[src/rtl/cb_dbuf_cfg_mux.sv]
// Vertical connection block with double-buffered routing-mux selects.
// Optional readback of shadow selects is enabled by defining CFG_READBACK_EN.
module cb_dbuf_cfg_mux #(
    parameter int CHAN_WIDTH = 18,
    parameter int NUM_IPIN   = 5,
    parameter int MUX_SIZE   = 6,
    parameter int PIN_OFFSET = 2,
    parameter int TAP_STRIDE = 3,
    parameter int SEL_W      = $clog2(MUX_SIZE),
    parameter int ADDR_W     = (NUM_IPIN > 2) ? $clog2(NUM_IPIN) : 1
) (
    input  logic                  prog_clk,
    input  logic                  pReset,
    input  logic [CHAN_WIDTH-1:0] chany_in,
    output logic [CHAN_WIDTH-1:0] chany_out,
    output logic [NUM_IPIN-1:0]   grid_pin,
    input  logic                  cfg_valid,
    output logic                  cfg_ready,
    input  logic                  cfg_we,
    input  logic [ADDR_W-1:0]     cfg_addr,
    input  logic [SEL_W-1:0]      cfg_wdata,
    input  logic                  cfg_commit,
    output logic                  cfg_pending,
    output logic                  cfg_err,
    input  logic                  cfg_err_clr
`ifdef CFG_READBACK_EN
    ,
    output logic [SEL_W-1:0]      cfg_rdata,
    output logic                  cfg_rvalid
`endif
);

    localparam int SEL_N = 1 << SEL_W;
    localparam logic [ADDR_W:0] NUM_IPIN_L = NUM_IPIN[ADDR_W:0];
    localparam logic [SEL_W:0]  MUX_SIZE_L = MUX_SIZE[SEL_W:0];

    typedef enum logic [1:0] {IDLE, COMMIT, RD_RSP} state_t;

    state_t                state_q, state_d;
    logic [SEL_W-1:0]      shadow_q [NUM_IPIN];
    logic [SEL_W-1:0]      shadow_d [NUM_IPIN];
    logic [SEL_W-1:0]      active_q [NUM_IPIN];
    logic [SEL_W-1:0]      active_d [NUM_IPIN];
    logic [NUM_IPIN-1:0]   dirty_q, dirty_d;
    logic                  err_q, err_d;
    logic                  err_set;
    logic                  addr_ok, data_ok;
`ifdef CFG_READBACK_EN
    logic [SEL_W-1:0]      rdata_q, rdata_d;
    logic                  rvalid_q, rvalid_d;
`endif

    assign chany_out   = chany_in;
    assign cfg_pending = |dirty_q;
    assign cfg_err     = err_q;
`ifdef CFG_READBACK_EN
    assign cfg_rdata   = rdata_q;
    assign cfg_rvalid  = rvalid_q;
`endif

    // Taps beyond MUX_SIZE are tied low so an out-of-range select yields 0.
    logic [SEL_N-1:0] taps_w [NUM_IPIN];
    genvar gi, gk;
    generate
        for (gi = 0; gi < NUM_IPIN; gi++) begin : g_pin
            for (gk = 0; gk < SEL_N; gk++) begin : g_tap
                if (gk < MUX_SIZE) begin : g_real
                    localparam int TRACK = (PIN_OFFSET * gi + TAP_STRIDE * gk) % CHAN_WIDTH;
                    assign taps_w[gi][gk] = chany_in[TRACK];
                end else begin : g_pad
                    assign taps_w[gi][gk] = 1'b0;
                end
            end
            assign grid_pin[gi] = taps_w[gi][active_q[gi]];
        end
    endgenerate

    assign addr_ok = ({1'b0, cfg_addr}  < NUM_IPIN_L);
    assign data_ok = ({1'b0, cfg_wdata} < MUX_SIZE_L);

    always_comb begin
        state_d   = state_q;
        shadow_d  = shadow_q;
        active_d  = active_q;
        dirty_d   = dirty_q;
        err_set   = 1'b0;
        cfg_ready = (state_q == IDLE) && !cfg_commit;
`ifdef CFG_READBACK_EN
        rdata_d   = rdata_q;
        rvalid_d  = 1'b0;
`endif
        case (state_q)
            IDLE: begin
                if (cfg_commit) begin
                    // Commit outranks any request presented in the same cycle.
                    state_d = COMMIT;
                    for (int i = 0; i < NUM_IPIN; i++) begin
                        if (dirty_q[i]) active_d[i] = shadow_q[i];
                    end
                    dirty_d = '0;
                end else if (cfg_valid && cfg_we) begin
                    if (addr_ok && data_ok) begin
                        shadow_d[cfg_addr] = cfg_wdata;
                        dirty_d[cfg_addr]  = 1'b1;
                    end else begin
                        err_set = 1'b1;
                    end
                end else if (cfg_valid) begin
                    state_d = RD_RSP;
                    err_set = !addr_ok;
`ifdef CFG_READBACK_EN
                    rdata_d  = addr_ok ? shadow_q[cfg_addr] : '0;
                    rvalid_d = 1'b1;
`endif
                end
            end
            COMMIT:  state_d = IDLE;
            RD_RSP:  state_d = IDLE;
            default: state_d = IDLE;
        endcase
        err_d = err_set ? 1'b1 : (cfg_err_clr ? 1'b0 : err_q);
    end

    always_ff @(posedge prog_clk or negedge pReset) begin
        if (!pReset) begin
            state_q <= IDLE;
            for (int i = 0; i < NUM_IPIN; i++) begin
                shadow_q[i] <= '0;
                active_q[i] <= '0;
            end
            dirty_q  <= '0;
            err_q    <= 1'b0;
`ifdef CFG_READBACK_EN
            rdata_q  <= '0;
            rvalid_q <= 1'b0;
`endif
        end else begin
            state_q  <= state_d;
            shadow_q <= shadow_d;
            active_q <= active_d;
            dirty_q  <= dirty_d;
            err_q    <= err_d;
`ifdef CFG_READBACK_EN
            rdata_q  <= rdata_d;
            rvalid_q <= rvalid_d;
`endif
        end
    end

endmodule

[config.mk]
export PLATFORM = sky130hd
export DESIGN_NAME = cb_dbuf_cfg_mux
export DESIGN_NICKNAME = d
export VERILOG_FILES = /design/src/rtl/cb_dbuf_cfg_mux.sv
export SDC_FILE = /design/constraint.sdc
export NUM_CORES = 1
export LEC_CHECK = 0
export BUFFER_PORTS_ARGS = -buffer_cell sky130_fd_sc_hd__buf_4
export CAP_MARGIN = 20
export CORE_UTILIZATION = 51
export DETAILED_ROUTE_END_ITERATION = 8
export GPL_ROUTABILITY_DRIVEN = 0
export PLACE_DENSITY = 0.87
export REMOVE_ABC_BUFFERS = 1
export SETUP_SLACK_MARGIN = 0.1
export SLEW_MARGIN = 20
export SYNTH_ARGS = -nofsm -noshare
export SYNTH_HDL_FRONTEND = slang
export SYNTH_SLANG_ARGS = --single-unit
[constraint.sdc]
create_clock -name prog_clk -period 1.99 [get_ports prog_clk]
set_input_delay 0.2985 -clock prog_clk [delete_from_list [all_inputs] [get_ports prog_clk]]
set_output_delay 0.2985 -clock prog_clk [all_outputs]
set_load 0.005 [all_outputs]
==> results.sh, run 1 <==
export IMPL_crit_family="multiplexers"
export IMPL_critical_path_class="register to output port"
export IMPL_yosys_top_cells_area="dfrtp_1, mux2_2, buf_4, mux4_2, mux2i_1"
export IMPL_dr_pass1_iters=4
export IMPL_clkLatencyLatePin_ns=0.35
export IMPL_fin_hold_ws_ns=0.104
export IMPL_relSlewSlack_pct=67.9
export IMPL_worstPathMaxFanout=2
export IMPL_synth_ff_type="dfrtp_1"
export IMPL_powerDensity_nw_per_um2=676
export IMPL_cp_depth=3
export IMPL_holdPathEnd="state_q[1]$_DFFE_PN0P_"
export IMPL_min_from="cfg_we"
export IMPL_dpl_hpwl_um=2860
export IMPL_dr_total_vias=1319
export IMPL_synthSimpleGateAreaFrac_pct=6.22
export IMPL_fmax_ghz=0.509
export IMPL_port_buffers=55
export IMPL_rr_worst_depth=4
export IMPL_cp_data_arrival_time_ns=1.67
export IMPL_place_area_um2=2190
export IMPL_cap_violations=0
export IMPL_die_w_um=62.2
export IMPL_cts_root_buf="clkbuf_4"
export IMPL_track_usage_pct=22.4
export IMPL_crit_required_ns=1.69
export IMPL_die_h_um=62.2
export IMPL_routedWlPerCell_um=16.8
export IMPL_power_leakage_nw=1.21
export IMPL_worstMarginPinSlew_ns=0.481
export IMPL_ff_latch_area_um2=951
export IMPL_fin_skew_ns=0.0118
export IMPL_drcViolationCount=0
export IMPL_run_status="completed"
export IMPL_nNetsFinal=228
export IMPL_grt_pass1_wl_um=6560
export IMPL_hold_path_cell_count=2
export IMPL_synth_cell_type_count=23
export IMPL_diodes=0
export IMPL_syn_inst=142
export IMPL_dr_max_layer_used="met4"
export IMPL_period_minus_slack_ns=1.96
export IMPL_fin_area_um2=2400
export IMPL_multiInputGateArea_um2=779
export IMPL_clockBufferDepth=2
export IMPL_grt_max_degree=39
export IMPL_fin_setup_tns_ns=0
export IMPL_filler_cell_count=246
export IMPL_end_kind="output port"
export IMPL_syn_to_final_growth_pct=29.8
export IMPL_synth_warning_count=0
export IMPL_core_area_um2=3420
export IMPL_synth_common_cells="dfrtp_1, mux2_2, buf_4, nand2_1, nor2_1"
export IMPL_p_total_mw=1.62
export IMPL_period_share_pct=98.7
export IMPL_cts_tree="done"
export IMPL_drtAntennaViolNets=0
export IMPL_netlist_top_cell_by_area="dfrtp_1"
export IMPL_synth_compound_area_share_pct=3.58
export IMPL_synthMuxAreaShare_pct=30.1
export IMPL_yosys_area_share_adder_pct=0
export IMPL_io_pins=56
export IMPL_slowest_stage="mux4_2"
export IMPL_rrSetupSlack_ns=0.16
export IMPL_antenna_found_initial=0
export IMPL_ys_ff_latch=38
export IMPL_drtIter0Drc=26
export IMPL_reg2reg_to="shadow_q[8]$_DFFE_PN0P_"
export IMPL_path_buf_inv=1
export IMPL_via_per_inst=5.38
export IMPL_synth_top_area_share_pct=51.4
export IMPL_met3_length_um=201
export IMPL_htreeDepth=2
export IMPL_drt_total_wl_um=4110
export IMPL_die_area_um2=3870
export IMPL_grt_pass1_vias=1388
export IMPL_async_flop_share_pct=100
export IMPL_crit_path_start_kind="register"
export IMPL_hold_viol=0
export IMPL_synth_top_family_by_area="multiplexers"
export IMPL_layout_drive_gt1_share_pct=59.3
export IMPL_grt_overflow=0
export IMPL_crit_chain="mux4_2 -> mux2_4 -> buf_6"
export IMPL_met2_length_um=2290
export IMPL_ir_drop_uv=667
export IMPL_r2r_start="state_q[0]$_DFFE_PN0P_"
export IMPL_rows=21
export IMPL_setup_viol=0
export IMPL_rsz0062_at_grt="true"
export IMPL_cts_sinks=38
export IMPL_cts_buffers_inserted=5
export IMPL_synth_most_common_cell="dfrtp_1"
export IMPL_drv_slew=0
export IMPL_initial_utilization_pct=54.2
export IMPL_synth_yosys_seq_area_share_pct=51.4
export IMPL_synth_edff_count=0
export IMPL_synthesis_area_um2=1850
export IMPL_hold_path_class="primary input to register"
export IMPL_synth_xor_area_share_pct=0
export IMPL_met1_length_um=1510
export IMPL_avgSynthCellArea_um2=13.0
export IMPL_slowest_delay_ns=0.52
export IMPL_clkSlewWorstSetupHoldPaths_ns=0.11
logic make-up (layout without fill, tap and decap cells):
group | after synthesis | count (layout)
buf+inv | 25 | 82
compound gates | 10 | 10
flops | 38 | 38
mux | 45 | 45
simple gates | 24 | 24
stage by stage:
stage          setup slack (ns)  cells  utilization (%)
6_report                 0.0258    245             70.3
5_1_grt                 -0.0351    245             70.3
4_1_cts                  0.0308    242             69.5
3_5_place_dp             0.0647    225             64.1
3_3_place_gp              0.128    225             64.1
2_1_floorplan             0.175    123                -
timing repair:
action	4_1_cts	5_1_grt
resized for setup	13	2
hold endpoints to repair	38	0
hold buffers	1	0
setup endpoints to repair	8	14
pin swaps	3	3
setup buffers	8	3
worst max path at each step:
| stage | start | end | slack (ns) |
|---|---|---|---|
| floorplan | state_q[1]$_DFFE_PN0P_ | shadow_q[6]$_DFFE_PN0P_ | 0.17 |
| global placement | state_q[1]$_DFFE_PN0P_ | shadow_q[7]$_DFFE_PN0P_ | 0.13 |
| detailed placement | state_q[1]$_DFFE_PN0P_ | shadow_q[7]$_DFFE_PN0P_ | 0.06 |
| CTS | active_q[9]$_DFFE_PN0P_ | grid_pin[1] | 0.03 |
| global route | active_q[6]$_DFFE_PN0P_ | grid_pin[2] | -0.04 |
| finish | active_q[6]$_DFFE_PN0P_ | grid_pin[2] | 0.03 |
metal layers:
layer  global-route usage, %  vias up
met5                       0        -
met4                    6.98        0
met3                    6.43       13
met2                    41.5       47
met1                    24.6      656
li1                        -      603
where the power goes:
group          internal (mW)  switching (mW)
combinational          0.208           0.119
sequential             0.839          0.0421
clock                  0.171           0.244
state kept, by name, summed over array words and instances (netlist names):
| signal | count |
|---|---|
| cfg_err | 1 |
| shadow_q | 15 |
| dirty_q | 5 |
| state_q | 2 |
| active_q | 15 |
worst reg2reg max path, cell delays in order, from the launching register on:
cell      delay [ns]
dfrtp_1         0.39
or4_4           0.49
a211oi_4        0.22
and3b_2         0.30
mux2_4          0.31
area by class of cell:
type	count	share of cell area (%)
tap	46	2.40
timing repair buffer	68	22.1
clock inverter	1	0.208
multi-input combinational	79	32.4
sequential	38	39.6
inverter	6	0.938
clock buffer	7	2.29
cell usage in the layout (no fill, tap or decap), drive strengths merged, types with 5 or more instances in the layout:
cell	Yosys	layout
a21oi	5	5
buf	18	67
clkbuf	1	7
dfrtp	38	38
inv	6	6
mux2	35	35
mux2i	5	5
mux4	5	5
nand2	9	9
nor2	7	7
Note: power is estimated with default switching activity, not from simulation.
==> run 2: changes to the inputs <==
- CELL_PAD_IN_SITES_DETAIL_PLACEMENT: not set -> 2
- CELL_PAD_IN_SITES_GLOBAL_PLACEMENT: not set -> 2
- CORE_UTILIZATION: 51 -> 33
==> results.sh, run 2 (synthesis gave the netlist of run 1 again) <==
export IMPL_period_share_pct=96.4
export IMPL_syn_to_final_growth_pct=33.1
export IMPL_clkSlewWorstSetupHoldPaths_ns=0.08
export IMPL_rsz0062_at_grt="true"
export IMPL_hold_path_class="primary input to register"
export IMPL_crit_chain="mux4_2 -> mux2_4 -> buf_6"
export IMPL_slowest_delay_ns=0.53
export IMPL_track_usage_pct=18.0
export IMPL_antenna_found_initial=0
export IMPL_diodes=0
export IMPL_hold_viol=0
export IMPL_dpl_hpwl_um=3650
export IMPL_worstPathMaxFanout=2
export IMPL_drcViolationCount=0
export IMPL_drtAntennaViolNets=0
export IMPL_crit_family="multiplexers"
export IMPL_cts_buffers_inserted=5
export IMPL_grt_max_degree=39
export IMPL_crit_path_start_kind="register"
export IMPL_die_w_um=76.9
export IMPL_port_buffers=55
export IMPL_r2r_start="state_q[0]$_DFFE_PN0P_"
export IMPL_fin_skew_ns=0.00594
export IMPL_drt_total_wl_um=5190
export IMPL_power_leakage_nw=1.21
export IMPL_grt_pass1_wl_um=8110
export IMPL_powerDensity_nw_per_um2=709
export IMPL_cts_tree="done"
export IMPL_worstMarginPinSlew_ns=0.487
export IMPL_critPathLaunch="active_q[0]$_DFFE_PN0P_"
export IMPL_routedWlPerCell_um=19.4
export IMPL_clkLatencyLatePin_ns=0.29
export IMPL_clockBufferDepth=2
export IMPL_layout_drive_gt1_share_pct=60.6
export IMPL_dr_total_vias=1334
export IMPL_cts_root_buf="clkbuf_8"
export IMPL_critical_path_class="register to output port"
export IMPL_placed_cells=249
export IMPL_die_h_um=76.9
export IMPL_top_regs="active_q x15, shadow_q x15, dirty_q x5"
export IMPL_p_total_mw=1.75
export IMPL_setup_viol=0
export IMPL_crit_required_ns=1.69
export IMPL_htreeDepth=2
export IMPL_initial_utilization_pct=35.3
export IMPL_period_minus_slack_ns=1.92
export IMPL_nNetsFinal=227
export IMPL_relSlewSlack_pct=67.3
export IMPL_drv_slew=0
export IMPL_fin_setup_tns_ns=0
export IMPL_mostFrequentLayoutCell="buf_4"
export IMPL_run_status="completed"
export IMPL_io_pins=56
export IMPL_ir_drop_uv=285
export IMPL_via_per_inst=4.98
export IMPL_dr_pass1_iters=4
export IMPL_rows=26
export IMPL_cp_data_arrival_time_ns=1.62
export IMPL_slowest_stage="mux4_2"
export IMPL_cts_sinks=38
export IMPL_layout_common_cells="buf_4, dfrtp_1, mux2_2"
export IMPL_grt_overflow=0
export IMPL_end_kind="output port"
export IMPL_die_area_um2=5910
export IMPL_fmax_ghz=0.521
export IMPL_grt_pass1_vias=1538
export IMPL_utilization_pct=47.0
export IMPL_cap_violations=0
export IMPL_instances_no_fill=268
export IMPL_drtIter0Drc=23
export IMPL_path_buf_inv=1
export IMPL_min_from="cfg_we"
export IMPL_core_area_um2=5240
-- run 2: cell count changes in the layout (fill, tap and decap cells not counted) --
cell        previous run  this run
nand2_1                9         8
clkinvlp_4             0         1
nand3_2                0         1
clkbuf_1               1         0
nand2_2                0         1
clkinv_4               0         1
buf_4                 62        61
clkbuf_4               5         0
clkbuf_8               1         5
nand3_1                1         0
-- run 2: cell type report --
cell class	count	area (um^2)
clock buffer	5	68.8
tap	70	87.6
sequential	38	951
fill	522	2780
clock inverter	3	21.3
multi-input combinational	79	787
inverter	6	22.5
timing repair buffer	67	524
-- run 2: worst paths after layout --
| check | end | slack [ns] | depth (start not counted) |
|---|---|---|---|
| worst min-delay path | state_q[1]$_DFFE_PN0P_ | 0.19 | 2 |
| worst min register to register | active_q[12]$_DFFE_PN0P_ | 0.51 | 1 |
| min in group asynchronous | state_q[0]$_DFFE_PN0P_ | 0.50 | 2 |
| max in group asynchronous | active_q[11]$_DFFE_PN0P_ | 1.16 | 2 |
| worst max-delay path | grid_pin[4] | 0.07 | 3 |
| worst max register to register | shadow_q[8]$_DFFE_PN0P_ | 0.17 | 4 |
-- run 2: per-stage QoR --
step / area (um^2) / hold WS, ns / setup slack (ns)
final: 2460 / 0.185 / 0.0714
after global routing: 2460 / 0.185 / 0.0224
after CTS: 2430 / 0.173 / 0.0683
after detailed placement: 2220 / 0.295 / 0.0241
after global placement: 2220 / 0.275 / 0.114
after floorplan: 1710 / 0.00291 / 0.175
-- run 2: worst reg2reg max path, delay by kind of cell, from the launching register on --
family	cells	cell delay, ns
flops	1	0.39
compound gates	1	0.20
mux	1	0.32
simple gates	2	0.80
-- run 2: power breakdown --
| part | switching [mW] | internal, mW |
|---|---|---|
| combinational | 0.128 | 0.207 |
| clock | 0.277 | 0.246 |
| sequential | 0.0477 | 0.840 |
-- run 2: timing repair --
item                                    CTS  global route
pin swaps                                 3             3
endpoints found under the hold margin    38             0
resized for setup                        14             3
hold buffers                              1             0
setup buffers                             8             2
endpoints found under the setup margin   10            17
-- run 2: layer usage --
| layer | track usage (%) | vias to the layer above | routed length (um) |
|---|---|---|---|
| met5 | 0 | - | 0 |
| met4 | 4.04 | 0 | 106 |
| met3 | 3.93 | 9 | 198 |
| met2 | 34.3 | 42 | 2880 |
| met1 | 20.2 | 685 | 2010 |
| li1 | - | 598 | - |
